File: src/rtl/seq_div32.sv
// seq_div32 - iterative signed divider, one quotient bit per clock.
//
// Restoring shift-subtract on operand magnitudes followed by sign correction.
// The quotient truncates toward zero and the remainder takes the sign of the
// dividend.
//
// Ports:
//   clock          rising-edge clock for all state
//   reset          synchronous, active-high
//   ctrl_div       start pulse; operands are valid in the same cycle
//   operandA       dividend, two's complement
//   operandB       divisor, two's complement
//   result         quotient, registered
//   remainder      remainder, registered
//   data_exception divide-by-zero or overflow; valid while data_resultRDY=1
//   data_resultRDY one-cycle pulse when result/remainder/exception are valid
//   busy           high while in RUN or FIN
//
// state | meaning
// IDLE  | waiting for ctrl_div
// RUN   | one shift/trial-subtract per clock, WIDTH iterations
// FIN   | sign correction and output write
// DONE  | data_resultRDY high for this one cycle
module seq_div32 #(
  parameter int WIDTH = 32
) (
  input  logic             clock,
  input  logic             reset,
  input  logic             ctrl_div,
  input  logic [WIDTH-1:0] operandA,
  input  logic [WIDTH-1:0] operandB,
  output logic [WIDTH-1:0] result,
  output logic [WIDTH-1:0] remainder,
  output logic             data_exception,
  output logic             data_resultRDY,
  output logic             busy
);

  localparam int CW = $clog2(WIDTH) + 1;
  localparam logic [WIDTH-1:0] MIN_NEG = {1'b1, {(WIDTH-1){1'b0}}};

  typedef enum logic [1:0] {IDLE, RUN, FIN, DONE} state_t;

  state_t           state_q, state_d;
  logic [WIDTH-1:0] rem_q, rem_d;
  logic [WIDTH-1:0] quo_q, quo_d;
  logic [WIDTH-1:0] magb_q, magb_d;
  logic [CW-1:0]    cnt_q, cnt_d;
  logic             sq_q, sq_d;
  logic             sr_q, sr_d;
  logic             dz_q, dz_d;
  logic             ovf_q, ovf_d;
  logic [WIDTH-1:0] result_q, result_d;
  logic [WIDTH-1:0] remainder_q, remainder_d;
  logic             exc_q, exc_d;
  logic             rdy_q, rdy_d;
  logic             busy_q, busy_d;

  // Magnitudes are unsigned WIDTH bits so that |MIN_NEG| = MIN_NEG is exact.
  logic [WIDTH-1:0] mag_a, mag_b;
  logic [WIDTH:0]   shifted;
  logic [WIDTH-1:0] diff;
  logic             no_borrow;

  always_comb begin
    mag_a = operandA[WIDTH-1] ? -operandA : operandA;
    mag_b = operandB[WIDTH-1] ? -operandB : operandB;

    shifted   = {rem_q, quo_q[WIDTH-1]};
    no_borrow = (shifted >= {1'b0, magb_q});
    // When the subtraction is taken the difference is below |B|, so the
    // low WIDTH bits hold it exactly.
    diff      = shifted[WIDTH-1:0] - magb_q;

    state_d     = state_q;
    rem_d       = rem_q;
    quo_d       = quo_q;
    magb_d      = magb_q;
    cnt_d       = cnt_q;
    sq_d        = sq_q;
    sr_d        = sr_q;
    dz_d        = dz_q;
    ovf_d       = ovf_q;
    result_d    = result_q;
    remainder_d = remainder_q;
    exc_d       = exc_q;
    rdy_d       = 1'b0;

    if (ctrl_div) begin
      // A start in any state aborts whatever was in flight.
      magb_d = mag_b;
      sq_d   = operandA[WIDTH-1] ^ operandB[WIDTH-1];
      sr_d   = operandA[WIDTH-1];
      dz_d   = (operandB == '0);
      ovf_d  = (operandA == MIN_NEG) && (operandB == '1);
      cnt_d  = '0;
      if (operandB == '0) begin
        // Skip iteration: quotient 0, remainder |A| re-signed to A in FIN.
        rem_d   = mag_a;
        quo_d   = '0;
        state_d = FIN;
      end else begin
        rem_d   = '0;
        quo_d   = mag_a;
        state_d = RUN;
      end
    end else begin
      case (state_q)
        RUN: begin
          if (no_borrow) begin
            rem_d = diff;
            quo_d = {quo_q[WIDTH-2:0], 1'b1};
          end else begin
            rem_d = shifted[WIDTH-1:0];
            quo_d = {quo_q[WIDTH-2:0], 1'b0};
          end
          cnt_d = cnt_q + 1'b1;
          if (cnt_q == CW'(WIDTH - 1)) state_d = FIN;
        end
        FIN: begin
          result_d    = sq_q ? -quo_q : quo_q;
          remainder_d = sr_q ? -rem_q : rem_q;
          exc_d       = dz_q | ovf_q;
          rdy_d       = 1'b1;
          state_d     = DONE;
        end
        DONE:    state_d = IDLE;
        default: state_d = IDLE;
      endcase
    end

    busy_d = (state_d == RUN) || (state_d == FIN);
  end

  always_ff @(posedge clock) begin
    if (reset) begin
      state_q     <= IDLE;
      rem_q       <= '0;
      quo_q       <= '0;
      magb_q      <= '0;
      cnt_q       <= '0;
      sq_q        <= 1'b0;
      sr_q        <= 1'b0;
      dz_q        <= 1'b0;
      ovf_q       <= 1'b0;
      result_q    <= '0;
      remainder_q <= '0;
      exc_q       <= 1'b0;
      rdy_q       <= 1'b0;
      busy_q      <= 1'b0;
    end else begin
      state_q     <= state_d;
      rem_q       <= rem_d;
      quo_q       <= quo_d;
      magb_q      <= magb_d;
      cnt_q       <= cnt_d;
      sq_q        <= sq_d;
      sr_q        <= sr_d;
      dz_q        <= dz_d;
      ovf_q       <= ovf_d;
      result_q    <= result_d;
      remainder_q <= remainder_d;
      exc_q       <= exc_d;
      rdy_q       <= rdy_d;
      busy_q      <= busy_d;
    end
  end

  assign result         = result_q;
  assign remainder      = remainder_q;
  assign data_exception = exc_q;
  assign data_resultRDY = rdy_q;
  assign busy           = busy_q;

endmodule
File: config.mk
export PLATFORM = sky130hd
export DESIGN_NAME = seq_div32
export DESIGN_NICKNAME = d
export VERILOG_FILES = /design/src/rtl/seq_div32.sv
export SDC_FILE = /design/constraint.sdc
export NUM_CORES = 1
export LEC_CHECK = 0
export ABC_AREA = 1
export BUFFER_PORTS_ARGS = -buffer_cell sky130_fd_sc_hd__buf_2
export CAP_MARGIN = 20
export CORE_MARGIN = 1.5
export CORE_UTILIZATION = 46
export DETAILED_ROUTE_END_ITERATION = 8
export PLACE_DENSITY = 0.78
export SLEW_MARGIN = 20
export SYNTH_ARGS = -nofsm -noshare
export SYNTH_HDL_FRONTEND = slang
export SYNTH_SLANG_ARGS = --single-unit
export TNS_END_PERCENT = 100
File: constraint.sdc
create_clock -name clock -period 2 [get_ports clock]
set_clock_uncertainty 0.15 [all_clocks]
set_input_delay 0.4 -clock clock [delete_from_list [all_inputs] [get_ports clock]]
set_output_delay 0.4 -clock clock [all_outputs]
set_load 0.02 [all_outputs]
## Word level (Yosys, flattened, before mapping)

Cells that the tools add are included.

- Output and inout port bits: 67
- Register bits after elaboration: 175
- Input bits: 67
- Word-level logic and storage cells: 54

- Bitwise logic cells: 3
- Multiplexer cells: 17
- Eq/ne operators: 7
- Add/subtract/negate cells: 6
- Reductions and logical operators: 6
- $lt $le $gt $ge: 1

Operators with widths:

| operator | count |
|---|---|
| 32-bit 2-to-1 mux | 11 |
| 32-bit negator | 4 |
| 32-bit equality test, second input constant | 2 |
| 33-bit by 32-bit >= comparator with 1-bit output | 1 |
| 32-bit logical NOT | 1 |
| 32-bit subtractor | 1 |
| 6-bit by 1-bit adder with 6-bit output, second input constant | 1 |
| 6-bit by 5-bit equality test with 1-bit output, second input constant | 1 |
| 2-bit 2-to-1 mux | 3 |
| 2-bit by 1-bit equality test with 1-bit output, second input constant | 2 |
| 2-bit equality test, second input constant | 2 |
| 2-bit one-hot mux with 2 select lines | 1 |
| 1-bit 2-to-1 mux | 2 |
| 2-bit AND reduction | 1 |
| 2-bit nonzero test | 1 |
| 2-bit OR reduction | 1 |
| 1-bit logical AND | 1 |
| 1-bit logical OR | 1 |
| 1-bit inverter | 1 |
| 1-bit bitwise OR | 1 |
| 1-bit bitwise XOR | 1 |

## Longest topological paths before layout

- Word-level depth: 6
- Mapped depth: 16
- Gate-level depth less buffers: 16

## Least setup slack after synthesis

OpenSTA, ideal clock, no wires.

- Kind: register -> register
- From: reg rem_q[28]
- To: reg rem_q[6]
- Clock period less this slack: 2065 ps
- Slack: -65 ps
- Stages on the path, launching flop included: 14
- Buffers on the path: 1
- Setup time: 66 ps
- Arrival time: 1849 ps
- Required time: 1784 ps
- Path through: dfxtp_1 > ha_1 > nand2_1 > inv_2 > nand2_2 > inv_1 > a21oi_1 > nand2_2 > nor2_8 > nand2_8 > buf_6 > nand2_1 > nand3_1 > a21oi_2

- Cells in the longest elaborated chain, start to end: 4

Ends and longest elaborated chain:

| element | RTL line | text |
|---|---|---|
| start, declared | 45 | `logic [WIDTH-1:0] rem_q, rem_d;` |
| start signal, assigned | 153 | `rem_q <= rem_d;` |
| 33-bit by 32-bit >= comparator with 1-bit output | 70 | `no_borrow = (shifted >= {1'b0, magb_q});` |
| 32-bit 2-to-1 mux | 110 | `if (no_borrow) begin` |
| 32-bit 2-to-1 mux | 108 | `case (state_q)` |
| 32-bit 2-to-1 mux | 89 | `if (ctrl_div) begin` |

Every way passes these cells. The select of a mux whose other input is x is not followed.
A chain may end at the register's enable or synchronous reset.

## Worst setup path after layout

- From: reg magb_q[30]
- To: reg rem_q[10]

- Cells in the longest elaborated chain, start to end: 4

Ends and longest elaborated chain:

| element | RTL line | text |
|---|---|---|
| start, declared | 47 | `logic [WIDTH-1:0] magb_q, magb_d;` |
| start signal, assigned | 155 | `magb_q <= magb_d;` |
| 33-bit by 32-bit >= comparator with 1-bit output | 70 |  |
| 32-bit 2-to-1 mux | 110 |  |
| 32-bit 2-to-1 mux | 108 |  |
| 32-bit 2-to-1 mux | 89 |  |

Every way passes these cells. The select of a mux whose other input is x is not followed.

==> metrics <==
status finished, violations left; violated checks negative setup slack; total negative slack -15.33 ns; Critical Path Max Stage Delay 0.33 ns; die area 0.0301 sq mm; Synth area leader dfxtp_1; Crit path required time 2.19 ns; ys async rst share 0%; final setup violation count 37; Max Fclk 395 MHz; startpoint class of the critical path flop; antenna violations before repair 0; CTS tree done; Yosys warnings 0; IR drop worst, VDD 0.000734 V; width of the chip 174 um; most frequent cells in the layout 403 x nand2_1, 385 x buf_4, 278 x inv_1; CTS root buf clkbuf_16; register area share after synthesis 26.2%; Worst-path clk slew 0.09 ns; Worst-Margin Slew 0.594 ns; Fin. Hold Viols 0; Mapped Cells 2222; commonest non-fill, non-tap cell in the layout nand2_1; WS Path Type flop to flop; critical path endpoint category flop; grt total ovfl 0; wirelength, routed 56.1 mm; clock sinks 175; Nets 2815; number of buffers and inverters on the critical path 3; crit path cell chain inv_2 -> ha_4 -> buf_4 -> nand3_1 -> nor2_4 -> nand2_4 -> nor2_8 -> nor2_8 -> nand2_8 -> clkbuf_16 -> nand2_2 -> nand3_1 -> a21oi_1; Hold Crit Start operandB[29]; Routed Antenna Nets 0; Ports 134; routability cong. 0.996; ANT cells 0; Port Buffers 133; Register-to-Register Path Depth 13; htree depth 4; Core Util, Final 69.1%; max-cap violations 0; Tmin final 2.53 ns; CTS Buffer Depth 2; Hold Path End magb_q[31]; DR vias/cell 5.55; worst hold path type primary input to flop; drt pass-1 iters 6; Pins Over Slew Limit 0; initial core utilization 46.6%; All-Layer GR Usage 32.8%; R2R setup slack -0.53 ns; Synth Area per Inst 6.02 sq um; DPL Wire Length 38.7 mm; ranking of synthesized cells by area dfxtp_1 26%, nand2_1 15%, inv_1 9.2%, nor2_1 8.5%, o21ai_0 7.0%; Worst Hold Depth 4; Max-slew headroom 60.0%; synthesized net count 2330; layout cells sized above 1 37.6%; flops & latches, synth 175; Synth Cell Area 0.0134 sq mm; placeable core area 0.0287 sq mm; cts hold-fix bufs 0; Final WS setup -0.529 ns; drt wl/cell 18.1 um; row count 62; Die Height 174 um; DR iter-0 viols 1983; worst reg2reg startpoint magb_q[30]; clock latency on the worst-skew pair 0.47 ns; PwrDens 822 mW/mm^2; slowest CP cell dfxtp_1; crit-path leading delay family simple AND/OR/NAND/NOR gates; Area Overhead vs Synth 48.2%; Leak 9.78 nW; Post-synth EDFFs 0; largest net degree at the start of global routing 66; Critical Path AT 2.71 ns; critical-path maximum fanout 8; drt drc 0; top-area cell type share of the netlist area 26.2%; Num CTS Buffers 17; DR vias 17200; worst reg2reg path endpoint rem_q[10]; first-pass GRT wire length 78.6 mm; Netlist cell types 54; filler cell count 2305; vias in the first global route 15300; RSZ-0062 raised after global routing yes; crit share post-route 126%; Post-synth top flop dfxtp_1
report_power, final:
| part | switching (mW) | internal [mW] | total (mW) |
|---|---|---|---|
| sequential | 0.257 | 3.71 | 3.96 |
| clock | 1.86 | 1.83 | 3.69 |
| combinational | 4.99 | 3.67 | 8.66 |
| total | 7.10 | 9.21 | 16.3 |
flip-flops by register name, indices dropped and copies added, names as in the netlist, 2 cells and up:
register   cells
cnt_q          6
quo_q         32
state_q        2
remainder     32
rem_q         32
result        32
magb_q        32
worst reg2reg max path, stage by stage, from the launching register on:
cell and delay (ns):
dfxtp_1 0.33, inv_2 0.06, ha_4 0.28, buf_4 0.15, nand3_1 0.31, nor2_4 0.32
nand2_4 0.10, nor2_8 0.11, nor2_8 0.07, nand2_8 0.13, clkbuf_16 0.17, nand2_2 0.05
nand3_1 0.11, a21oi_1 0.07
per-stage QoR:
| step | cells | power [mW] | area [sq um] | setup slack (ns) | hold slack (ns) |
|---|---|---|---|---|---|
| 3_3_place_gp | 3027 | 10.2 | 17300 | -0.483 | 0.317 |
| 4_1_cts | 3074 | 14.6 | 18700 | -0.161 | 0.138 |
| 6_report | 3104 | 16.3 | 19800 | -0.529 | 0.122 |
| 5_1_grt | 3104 | 16.9 | 19800 | -0.552 | 0.167 |
| 3_5_place_dp | 3027 | 10.3 | 17300 | -0.468 | 0.329 |
| 2_1_floorplan | 2222 | 7.62 | 13600 | 0.000449 | 0.268 |
cell usage after synthesis (all sizes together), types with 30 or more instances:
cell type / count
nor2: 314
buf: 30
clkbuf: 51
dfxtp: 175
nand2: 537
nand3: 151
o21ai: 195
ha: 40
nor3: 32
inv: 335
xor2: 52
a21oi: 159
layout make-up:
type	instances	area, sq um	area share [%]
Clock buffer	17	425	2.14
Multi-Input combinational cell	1629	9810	49.5
Timing Repair Buffer	547	4040	20.4
Inverter	337	1280	6.47
Clock inverter	15	204	1.03
Sequential cell	175	3590	18.1
Tap cell	384	480	2.42
routing by layer:
| layer | vias up | GRT usage [%] | wire length [um] |
|---|---|---|---|
| li1 | 8110 | - | - |
| met1 | 7783 | 43.4 | 22100 |
| met2 | 1041 | 52.0 | 24400 |
| met3 | 279 | 4.67 | 6000 |
| met4 | 2 | 16.7 | 3540 |
| met5 | - | 0 | 47 |
how the worst max path moves through the flow:
stage	cells after the start	slack, ns	startpoint	end
final	13	-0.53	magb_q[30]	rem_q[10]
after global placement	11	-0.48	operandA[1]	quo_q[31]
after CTS	13	-0.16	rem_q[23]	rem_q[11]
after detailed placement	11	-0.47	operandA[1]	quo_q[31]
after floorplan	15	0.0004	rem_q[3]	rem_q[6]
after global routing	13	-0.55	magb_q[30]	rem_q[10]
repair_timing:
action | in CTS | in global routing
endpoints found under the setup margin | 52 | 79
pin swaps | 56 | 128
cloned | 0 | 3
gates resized for setup | 195 | 271
setup buffers | 15 | 27
kinds of logic (layout without fill, tap and decap cells):
family | Yosys count | in the layout | share of synthesized area [%]
DFF | 175 | 175 | 26.2
buffers and inverters | 418 | 916 | 12.7
adders and majority gates | 41 | 41 | 3.89
AOI/OAI and AO/OA | 422 | 422 | 17.3
xor gates and xnor gates | 74 | 74 | 4.84
and+or+nand+nor | 1092 | 1092 | 35.2
(Power assumes the default switching activity.)
